--- config.mk ---
export PLATFORM = sky130hd
export DESIGN_NAME = dist_sq_issue
export DESIGN_NICKNAME = d
export VERILOG_FILES = /design/src/rtl/dist_sq_issue.sv
export SDC_FILE = /design/constraint.sdc
export NUM_CORES = 1
export LEC_CHECK = 0
export ABC_AREA = 1
export CAP_MARGIN = 10
export CORE_MARGIN = 2
export CORE_UTILIZATION = 52
export CTS_CLUSTER_DIAMETER = 40
export DETAILED_ROUTE_END_ITERATION = 12
export HOLD_SLACK_MARGIN = 0.12
export PLACE_DENSITY = 0.78
export SYNTH_ARGS = -nofsm -noshare
export SYNTH_HDL_FRONTEND = slang
export SYNTH_SLANG_ARGS = --single-unit
export TNS_END_PERCENT = 20
--- constraint.sdc ---
create_clock -name clk -period 5.8 [get_ports clk]
set_input_delay 1.16 -clock clk [delete_from_list [all_inputs] [get_ports clk]]
set_output_delay 1.16 -clock clk [all_outputs]
set_load 0.005 [all_outputs]
--- src/rtl/dist_sq_issue.sv ---
// dist_sq_issue: squared-magnitude feeder for the fixed-point square-root unit.
// Takes a signed 3-D offset, accumulates dx^2+dy^2+dz^2 over three cycles on one
// shared multiplier, clamps the sum into the root's unsigned A format, then runs
// the start/busy handshake with the root and pulses done when the result is ready.
//
// Handshakes:
//   Input side  : a transfer happens on a rising clk edge where in_valid & in_ready.
//                 in_ready is high only in IDLE; in_valid outside IDLE is ignored.
//   Root side   : start is raised in ISSUE and held until sqrt_busy=1 is sampled;
//                 completion is taken as the first sampled sqrt_busy=0 after that.
//                 sqrt_busy is ignored in every other state.
module dist_sq_issue #(
   parameter int IN_B    = 7,
   parameter int IN_FP_B = 2,
   parameter int A_INT_B = 8,
   parameter int A_FP_B  = 4
) (
   input  logic                       clk,
   input  logic                       rst_,
   input  logic                       in_valid,
   output logic                       in_ready,
   input  logic signed [IN_B-1:0]     dx,
   input  logic signed [IN_B-1:0]     dy,
   input  logic signed [IN_B-1:0]     dz,
   output logic [A_INT_B+A_FP_B-1:0]  A,
   output logic                       start,
   input  logic                       sqrt_busy,
   output logic                       sat,
   output logic                       zero,
   output logic                       done,
   output logic [2:0]                 o_dbg_state
);

   localparam int A_W    = A_INT_B + A_FP_B;
   localparam int PROD_W = 2 * IN_B;
   localparam int ACC_W  = 2 * IN_B + 2;

   // Largest value A can carry; sums above it are clamped.
   localparam logic [ACC_W-1:0] A_MAX = ACC_W'({A_W{1'b1}});

   // The sum of squares carries 2*IN_FP_B fraction bits, so A must match that
   // scaling for A=sum[A_W-1:0] to be a plain bit copy.
   if (A_FP_B != 2 * IN_FP_B) begin : g_fp_check
      $error("dist_sq_issue: A_FP_B must equal 2*IN_FP_B");
   end

   typedef enum logic [2:0] {
      S_IDLE  = 3'd0,
      S_MUL_X = 3'd1,
      S_MUL_Y = 3'd2,
      S_MUL_Z = 3'd3,
      S_CLAMP = 3'd4,
      S_ISSUE = 3'd5,
      S_WAIT  = 3'd6,
      S_FIN   = 3'd7
   } state_t;

   state_t                   r_state;
   logic signed [IN_B-1:0]   r_dx;
   logic signed [IN_B-1:0]   r_dy;
   logic signed [IN_B-1:0]   r_dz;
   logic [ACC_W-1:0]         r_acc;
   logic [A_W-1:0]           r_a;
   logic                     r_start;
   logic                     r_sat;
   logic                     r_zero;
   logic                     r_done;
   logic                     r_in_ready;

   logic signed [IN_B-1:0]   w_op;
   logic signed [PROD_W-1:0] w_prod_s;
   logic [PROD_W-1:0]        w_prod;
   logic [ACC_W-1:0]         w_prod_ext;
   logic                     w_accept;

   assign w_accept = in_valid & r_in_ready;

   // Shared multiplier operand: the component being squared this cycle.
   always_comb begin
      w_op = r_dz;
      case (r_state)
         S_MUL_X: w_op = r_dx;
         S_MUL_Y: w_op = r_dy;
         default: w_op = r_dz;
      endcase
   end

   // Signed square in 2*IN_B bits; never negative, and (-2^(IN_B-1))^2 = 2^(2*IN_B-2)
   // still fits, so the unsigned reinterpretation is exact.
   assign w_prod_s   = w_op * w_op;
   assign w_prod     = $unsigned(w_prod_s);
   assign w_prod_ext = ACC_W'(w_prod);

   // Control FSM with every output registered; reset aborts any operation at once.
   always_ff @(posedge clk or negedge rst_) begin
      if (!rst_) begin
         r_state    <= S_IDLE;
         r_dx       <= '0;
         r_dy       <= '0;
         r_dz       <= '0;
         r_acc      <= '0;
         r_a        <= '0;
         r_start    <= 1'b0;
         r_sat      <= 1'b0;
         r_zero     <= 1'b0;
         r_done     <= 1'b0;
         r_in_ready <= 1'b1;
      end else begin
         case (r_state)
            S_IDLE: begin
               if (w_accept) begin
                  r_dx       <= dx;
                  r_dy       <= dy;
                  r_dz       <= dz;
                  r_acc      <= '0;
                  r_sat      <= 1'b0;
                  r_zero     <= 1'b0;
                  r_in_ready <= 1'b0;
                  r_state    <= S_MUL_X;
               end
            end
            S_MUL_X: begin
               r_acc   <= w_prod_ext;
               r_state <= S_MUL_Y;
            end
            S_MUL_Y: begin
               r_acc   <= r_acc + w_prod_ext;
               r_state <= S_MUL_Z;
            end
            S_MUL_Z: begin
               r_acc   <= r_acc + w_prod_ext;
               r_state <= S_CLAMP;
            end
            S_CLAMP: begin
               if (r_acc > A_MAX) begin
                  r_a   <= '1;
                  r_sat <= 1'b1;
               end else begin
                  r_a   <= r_acc[A_W-1:0];
                  r_sat <= 1'b0;
               end
               r_zero <= (r_acc == '0);
               // The root cannot normalise zero, so that case skips the handshake.
               if (r_acc == '0) begin
                  r_done  <= 1'b1;
                  r_state <= S_FIN;
               end else begin
                  r_start <= 1'b1;
                  r_state <= S_ISSUE;
               end
            end
            S_ISSUE: begin
               // Hold start until the root acknowledges with busy.
               if (sqrt_busy) begin
                  r_start <= 1'b0;
                  r_state <= S_WAIT;
               end
            end
            S_WAIT: begin
               if (!sqrt_busy) begin
                  r_done  <= 1'b1;
                  r_state <= S_FIN;
               end
            end
            S_FIN: begin
               r_done     <= 1'b0;
               r_in_ready <= 1'b1;
               r_state    <= S_IDLE;
            end
            default: begin
               r_start    <= 1'b0;
               r_done     <= 1'b0;
               r_in_ready <= 1'b1;
               r_state    <= S_IDLE;
            end
         endcase
      end
   end

   assign in_ready    = r_in_ready;
   assign A           = r_a;
   assign start       = r_start;
   assign sat         = r_sat;
   assign zero        = r_zero;
   assign done        = r_done;
   assign o_dbg_state = r_state;

endmodule
==> results by group, run 1 <==
Logic synthesis
  – Post-synthesis adder-cell area fraction: 21.7%
  – Synth area leaders: dfrtp_1 (27%), nand2_1 (18%), fa_1 (12%)
  – Post-synthesis mux area share: 0%
  – Yosys top cell by area: dfrtp_1
  – Mapped cell area: 5230 sq um
  – XOR/XNOR Fraction of Synth Area: 1.17%
  – Synth Flop Type: dfrtp_1
  – EDFF count, synth: 0
  – Distinct cells, synth: 39
  – Largest family of logic cells by synthesized area: simple AND/OR/NAND/NOR gates
  – Synth Area in Compound Gates: 6.93%
  – Yosys Warn Count: 0
  – Simple-Gate Fraction of Synth Area: 32.4%
  – Avg Inst Size Synth: 7.02 sq um
  – Yosys reg bits: 57
  – Sequential area share after synthesis: 27.3%
  – Ys async rst share: 100%
  – Most common cell in the synthesized netlist: nand2_1
  – Syn Inst Count: 746
  – Synth top area share: 26.8%
  – Post-synth net total: 843
  – Synth top cells by count: nand2_1 (248), inv_1 (128), nor2_1 (67), nand3_1 (62), dfrtp_1 (56)

Worst hold path
  – Worst min path class: reg2reg
  – Hold Path Depth: 2

Drt
  – First-pass DRT Iterations: 5
  – Post-Route WL: 15400 um
  – Starting DRT DRC Count: 240
  – Remaining antenna violation count: 0
  – # DRC: 0
  – Via-to-Cell Ratio: 5.34
  – Vias: 5293
  – Routed len/inst: 15.6 um

GRT
  – Largest net degree at the start of global routing: 58
  – Number of global-route vias before repair: 5265
  – First-pass GRT wire length: 23700 um
  – Remaining Overflow, GRT: 0
  – Tot GR Track Use: 26.4%
  – Initial antenna violation count: 0

Floorplanning
  – Core area: 9770 sq um
  – Chip Width: 104 um
  – Initial Utilization: 53.5%
  – IO Count: 45
  – Chip height: 104 um
  – DIE AREA: 10900 sq um
  – Row cnt: 36

CTS
  – CTS Buf Count: 9
  – CTS Buffer Depth: 2
  – # H-tree levels: 3
  – Worst-skew pair later-pin latency: 340 ps
  – Clock Sinks: 57
  – Clock-pin slew on the worst setup and hold paths: 90 ps
  – TritonCTS clock tree: done
  – Root Driver: clkbuf_8

Timing
  – Min Tclk post-route: 5820 ps
  – Setup ws final: -17.6 ps
  – Slew Limit Fails: 0
  – Slew @ Worst Pin: 752 ps
  – Slew HR: 49.8%
  – RSZ-0062 raised after global routing: true
  – Fmax: 0.172 GHz
  – Number of setup violations in the final report: 1
  – Skew final: 18.9 ps
  – Hold Vio Cnt, Final: 0
  – Final Cycle Share: 100%

Place
  – DP Wirelength: 10100 um
  – Post-Place Cells: 958
  – Final GP Congestion: 0.878
  – PortBufs: 44

Outcome
  – Failing checks: negative setup slack
  – Status: complete, but fails checks

Finish
  – Cell Count, Final, Fillers Out: 992
  – Util after Layout: 73.4%
  – N_diodes: 0
  – Synth-to-layout area growth: 37.1%
  – Nets: 951
  – Share of layout cells above drive strength 1: 23.3%

Critical path
  – R2R cell count: 28
  – Max Fanout on Critical Path: 6
  – Crit-path most repeated cell: inv_2
  – Worst path arrival time: 6050 ps
  – Slowest stage delay, CP: 580 ps
  – Critical path type: reg2reg
  – Slowest cell on crit path: fa_2
  – Startpoint types: flop
  – Crit path required time: 6040 ps
  – Crit path capture type: flop

Job
  – Max-Cap Viols: 0
[flip-flops by register name, indices dropped and copies added, names as in the netlist]
signal and flops:
r_dz 7, r_dx 7, A 12, done 1, r_dy 7, o_dbg_state 3
sat 1, start 1, r_acc 16, in_ready 1, zero 1
[timing repair]
action	4_1_cts	5_1_grt
hold buffers	0	0
resized for setup	12	125
setup endpoints to repair	6	9
buffers inserted	5	13
pin swaps	3	49
[layout make-up]
class	instances	area [sq um]
multi-input cells	546	3870
fillers	674	2600
flip-flops and latches	57	1430
repair buffers	111	1000
inverters	129	484
well taps	133	166
clock buffers	9	124
clock inverters	7	103
[per-stage QoR]
| stage | hold slack [ps] | instance area [sq um] | worst slack [ps] | setup TNS [ps] |
|---|---|---|---|---|
| floorplan | 442 | 5280 | 2.41 | 0 |
| global placement | 457 | 6180 | 57.7 | 0 |
| detailed placement | 460 | 6180 | -97.9 | -332 |
| CTS | 477 | 6520 | 2.11 | 0 |
| global route | 499 | 7180 | -316 | -1750 |
| finish | 479 | 7180 | -17.6 | -17.6 |
[worst max-delay path, delay by kind of cell (launching register included)]
family	cells	cell delay, ps
AND/OR/NAND/NOR	8	850
AO/OA/AOI/OAI	6	1210
adder cells (fa/ha/maj)	6	2520
buffers and inverters	8	710
flip-flops	1	440
[layout by cell type (no fill, tap or decap), types with 8 or more instances in the layout]
cell type and count:
buf_6 11, ha_1 24, clkdlybuf4s50_1 43, ha_4 17, inv_2 15, nor2_4 9
nand2_2 12, inv_1 114, dfrtp_1 55, fa_1 30, nand2_1 231, nand3_2 8
nor2_2 13, buf_4 54, o21ai_0 13, clkbuf_8 9, nand3_1 51, a21oi_1 16
nor2_1 47
[worst paths after layout]
| kind | start | endpoint | slack (ps) |
|---|---|---|---|
| worst min-delay path | in_ready$_DFFE_PN1P_ | in_ready$_DFFE_PN1P_ | 480 |
| worst max register to register | o_dbg_state[1]$_DFFE_PN0P_ | r_acc[13]$_DFFE_PN0P_ | -20 |
| worst max-delay path | o_dbg_state[1]$_DFFE_PN0P_ | r_acc[13]$_DFFE_PN0P_ | -20 |
| max in group asynchronous | rst_ | o_dbg_state[1]$_DFFE_PN0P_ | 4300 |
| worst min register to register | in_ready$_DFFE_PN1P_ | in_ready$_DFFE_PN1P_ | 480 |
| min in group asynchronous | rst_ | A[2]$_DFFE_PN0P_ | 950 |
[logic make-up (layout without fill, tap and decap cells)]
kind of cell / after synthesis / count (layout)
AND/OR/NAND/NOR: 406 / 406
buffers and inverters: 143 / 256
adder cells (fa/ha/maj): 72 / 72
AO/OA/AOI/OAI: 61 / 61
flip-flops: 57 / 57
XOR/XNOR: 7 / 7
[routing by layer]
layer,GRT usage [%],vias up,share of wire (%)
li1,-,2525,-
met1,32.5,2551,40
met2,48.4,164,53
met3,2.88,53,3.4
met4,7.63,0,3.8
met5,0,-,0
Power of run 1 is not shown: default switching activity piles up to over one toggle a cycle in this logic, so the estimate is an artifact.
==> inputs of run 2 (changes only) <==
--- a/config.mk
+++ b/config.mk
@@ -12,7 +12,7 @@
 export CTS_CLUSTER_DIAMETER = 40
 export DETAILED_ROUTE_END_ITERATION = 12
 export HOLD_SLACK_MARGIN = 0.12
-export PLACE_DENSITY = 0.78
+export PLACE_DENSITY = 0.75
 export SYNTH_ARGS = -nofsm -noshare
 export SYNTH_HDL_FRONTEND = slang
 export SYNTH_SLANG_ARGS = --single-unit
==> constraint.sdc (replaced) <==
create_clock -name clk -period 5.5 [get_ports clk]
set_input_delay 1.1 -clock clk [delete_from_list [all_inputs] [get_ports clk]]
set_output_delay 1.1 -clock clk [all_outputs]
set_load 0.005 [all_outputs]
==> run 2 against run 1 <==
The run still ends with negative setup slack left. Final area is 1.7% higher. Count of clock-buffer cells in the layout stayed put. Non-clock buffer count is 21 higher. Sequential cell count stayed put. Utilization is 1.2 points higher.
==> results by group, run 2 (synthesized netlist as in run 1, its figures left out) <==
Timing
  – RSZ-0062 raised after global routing: true
  – Hold Vio Cnt, Final: 0 (unchanged)
  – Setup TNS: -1320 ps (-1300 ps)
  – Skew final: 12.3 ps (-6.53 ps)
  – Number of setup violations in the final report: 7 (+6)
  – Setup ws final: -246 ps (-228 ps)
  – Min Tclk post-route: 5750 ps (-71.7 ps)
  – Slew @ Worst Pin: 759 ps (+7.10 ps)
  – Slew Limit Fails: 0 (unchanged)
  – Slew HR: 49.3% (-0.47 points)
  – Final Cycle Share: 104% (+4.2 points)
  – Fmax: 0.174 GHz (+1.2%)

CTS
  – CTS Buffer Depth: 2 (unchanged)
  – # H-tree levels: 3 (unchanged)
  – CTS Buf Count: 9 (unchanged)
  – TritonCTS clock tree: done
  – Clock Sinks: 57 (unchanged)
  – Worst-skew pair later-pin latency: 350 ps (about the same)
  – Root Driver: clkbuf_8
  – Clock-pin slew on the worst setup and hold paths: 90 ps (about the same)

Finish
  – Nets: 972 (+2.2%)
  – Share of layout cells above drive strength 1: 25.6% (+2.3 points)
  – Commonest non-fill, non-tap cell in the layout: nand2_1
  – N_diodes: 0 (unchanged)
  – Synth-to-layout area growth: 39.4%
  – Max reg flops: 16 (unchanged)
  – Biggest register: r_acc
  – Cell Count, Final, Fillers Out: 1013 (+2.1%)
  – Most frequent cells in the layout: nand2_1 (228), inv_1 (111), buf_4 (77), dfrtp_1 (55), nand3_1 (51)
  – Design area: 7300 sq um (+1.7%)

GRT
  – Number of global-route vias before repair: 5160 (-2.0%)
  – Largest net degree at the start of global routing: 58 (unchanged)
  – Remaining Overflow, GRT: 0 (unchanged)
  – First-pass GRT wire length: 23000 um (-3.0%)
  – Tot GR Track Use: 25.9% (-0.52 points)
  – Initial antenna violation count: 0 (unchanged)

Place
  – Post-Place Cell Area: 6390 sq um (+3.4%)
  – Pre-CTS setup slack: -372 ps (-275 ps)
  – Final GP Congestion: 0.934 (+6.4%)
  – Post-Place Cells: 973 (+1.6%)
  – DP Wirelength: 10200 um (+0.90%)
  – PortBufs: 44 (unchanged)

Critical path
  – Crit path capture type: flop
  – Startpoint types: flop
  – Reg2reg start: o_dbg_state[1]$_DFFE_PN0P_
  – Worst Setup SP: o_dbg_state[1]$_DFFE_PN0P_
  – Flop2flop setup slack: -250 ps (-230 ps)
  – Max Fanout on Critical Path: 6 (unchanged)
  – Worst path arrival time: 5990 ps (-60 ps)
  – Worst Setup EP: r_acc[13]$_DFFE_PN0P_
  – Critical path type: reg2reg
  – FF-to-FF End: r_acc[13]$_DFFE_PN0P_
  – R2R cell count: 33 (+18%)
  – Crit-path most repeated cell: inv_2
  – Slowest stage delay, CP: 650 ps (+70 ps)
  – Slowest cell on crit path: fa_2
  – Crit path required time: 5750 ps (-290 ps)

Floorplanning
  – Chip Width: 104 um (unchanged)
  – DIE AREA: 10900 sq um (unchanged)
  – IO Count: 45 (unchanged)
  – Core area: 9770 sq um (unchanged)
  – Initial Utilization: 53.5% (unchanged)
  – Chip height: 104 um (unchanged)
  – Row cnt: 36 (unchanged)

Outcome
  – Status: complete, but fails checks
  – Failing checks: negative setup slack

Drt
  – Routed len/inst: 15.1 um (-3.1%)
  – # DRC: 0 (unchanged)
  – Starting DRT DRC Count: 301 (+25%)
  – Vias: 5356 (+1.2%)
  – Via-to-Cell Ratio: 5.29 (-0.91%)
  – First-pass DRT Iterations: 5 (unchanged)
  – Post-Route WL: 15300 um (-1.1%)
  – Remaining antenna violation count: 0 (unchanged)

Job
  – Max-Cap Viols: 0 (unchanged)

Worst hold path
  – Worst min path class: reg2reg
  – Hold Path Depth: 2 (unchanged)
## run 2: critical path: cells and delay by family (launching register included)
family | cells | cell delay (ps)
AO/OA/AOI/OAI | 3 | 620
adder cells (fa/ha/maj) | 6 | 2630
AND/OR/NAND/NOR | 15 | 1310
buffers and inverters | 9 | 630
flip-flops | 1 | 440
## run 2: metrics by stage
step,utilization [%],hold slack [ps]
3_3_place_gp,65.4,456
5_1_grt,74.7,502
2_1_floorplan,-,442
4_1_cts,71.5,485
3_5_place_dp,65.4,466
6_report,74.7,483
## run 2: worst min path at each step
stage                               from                   end  slack (ps)
detailed placement   r_dy[0]$_DFFE_PN0P_   r_dy[0]$_DFFE_PN0P_         470
global placement     r_dz[1]$_DFFE_PN0P_   r_dz[1]$_DFFE_PN0P_         460
global route        in_ready$_DFFE_PN1P_  in_ready$_DFFE_PN1P_         500
finish              in_ready$_DFFE_PN1P_  in_ready$_DFFE_PN1P_         480
floorplan            r_dx[0]$_DFFE_PN0P_   r_dx[0]$_DFFE_PN0P_         440
CTS                 in_ready$_DFFE_PN1P_  in_ready$_DFFE_PN1P_         480
## run 2: cell type report
class / instances / area, sq um
Multi-Input combinational cell: 546 / 3840
Fill cell: 692 / 2480
Sequential cell: 57 / 1430
Timing Repair Buffer: 132 / 1150
Inverter: 129 / 487
Tap cell: 133 / 166
Clock buffer: 9 / 124
Clock inverter: 7 / 103
## run 2: repair_timing
| item | 4_1_cts | 5_1_grt |
|---|---|---|
| endpoints found under the setup margin | 9 | 9 |
| hold buffers | 0 | 0 |
| resized for setup | 63 | 48 |
| pin swaps | 47 | 44 |
| setup buffers | 8 | 16 |
## run 2: layer usage
| layer | vias up | share of wire (%) | wire [um] | track usage, % |
|---|---|---|---|---|
| li1 | 2560 | - | - | - |
| met1 | 2548 | 40 | 6130 | 31.1 |
| met2 | 199 | 51 | 7820 | 46.2 |
| met3 | 49 | 4.3 | 658 | 3.32 |
| met4 | 0 | 4.4 | 673 | 11.2 |
| met5 | - | 0 | 0 | 0 |
Power of run 2 is left out for the same reason.
==> inputs of run 3 (changes only) <==
--- a/config.mk
+++ b/config.mk
@@ -10,6 +10,7 @@
 export CORE_MARGIN = 2
 export CORE_UTILIZATION = 52
 export CTS_CLUSTER_DIAMETER = 40
+export CTS_CLUSTER_SIZE = 30
 export DETAILED_ROUTE_END_ITERATION = 12
 export HOLD_SLACK_MARGIN = 0.12
 export PLACE_DENSITY = 0.75
==> results of run 3 <==
The final DEF is identical to that of run 2; final timing and power are the same.
Power of run 3 is left out for the same reason.
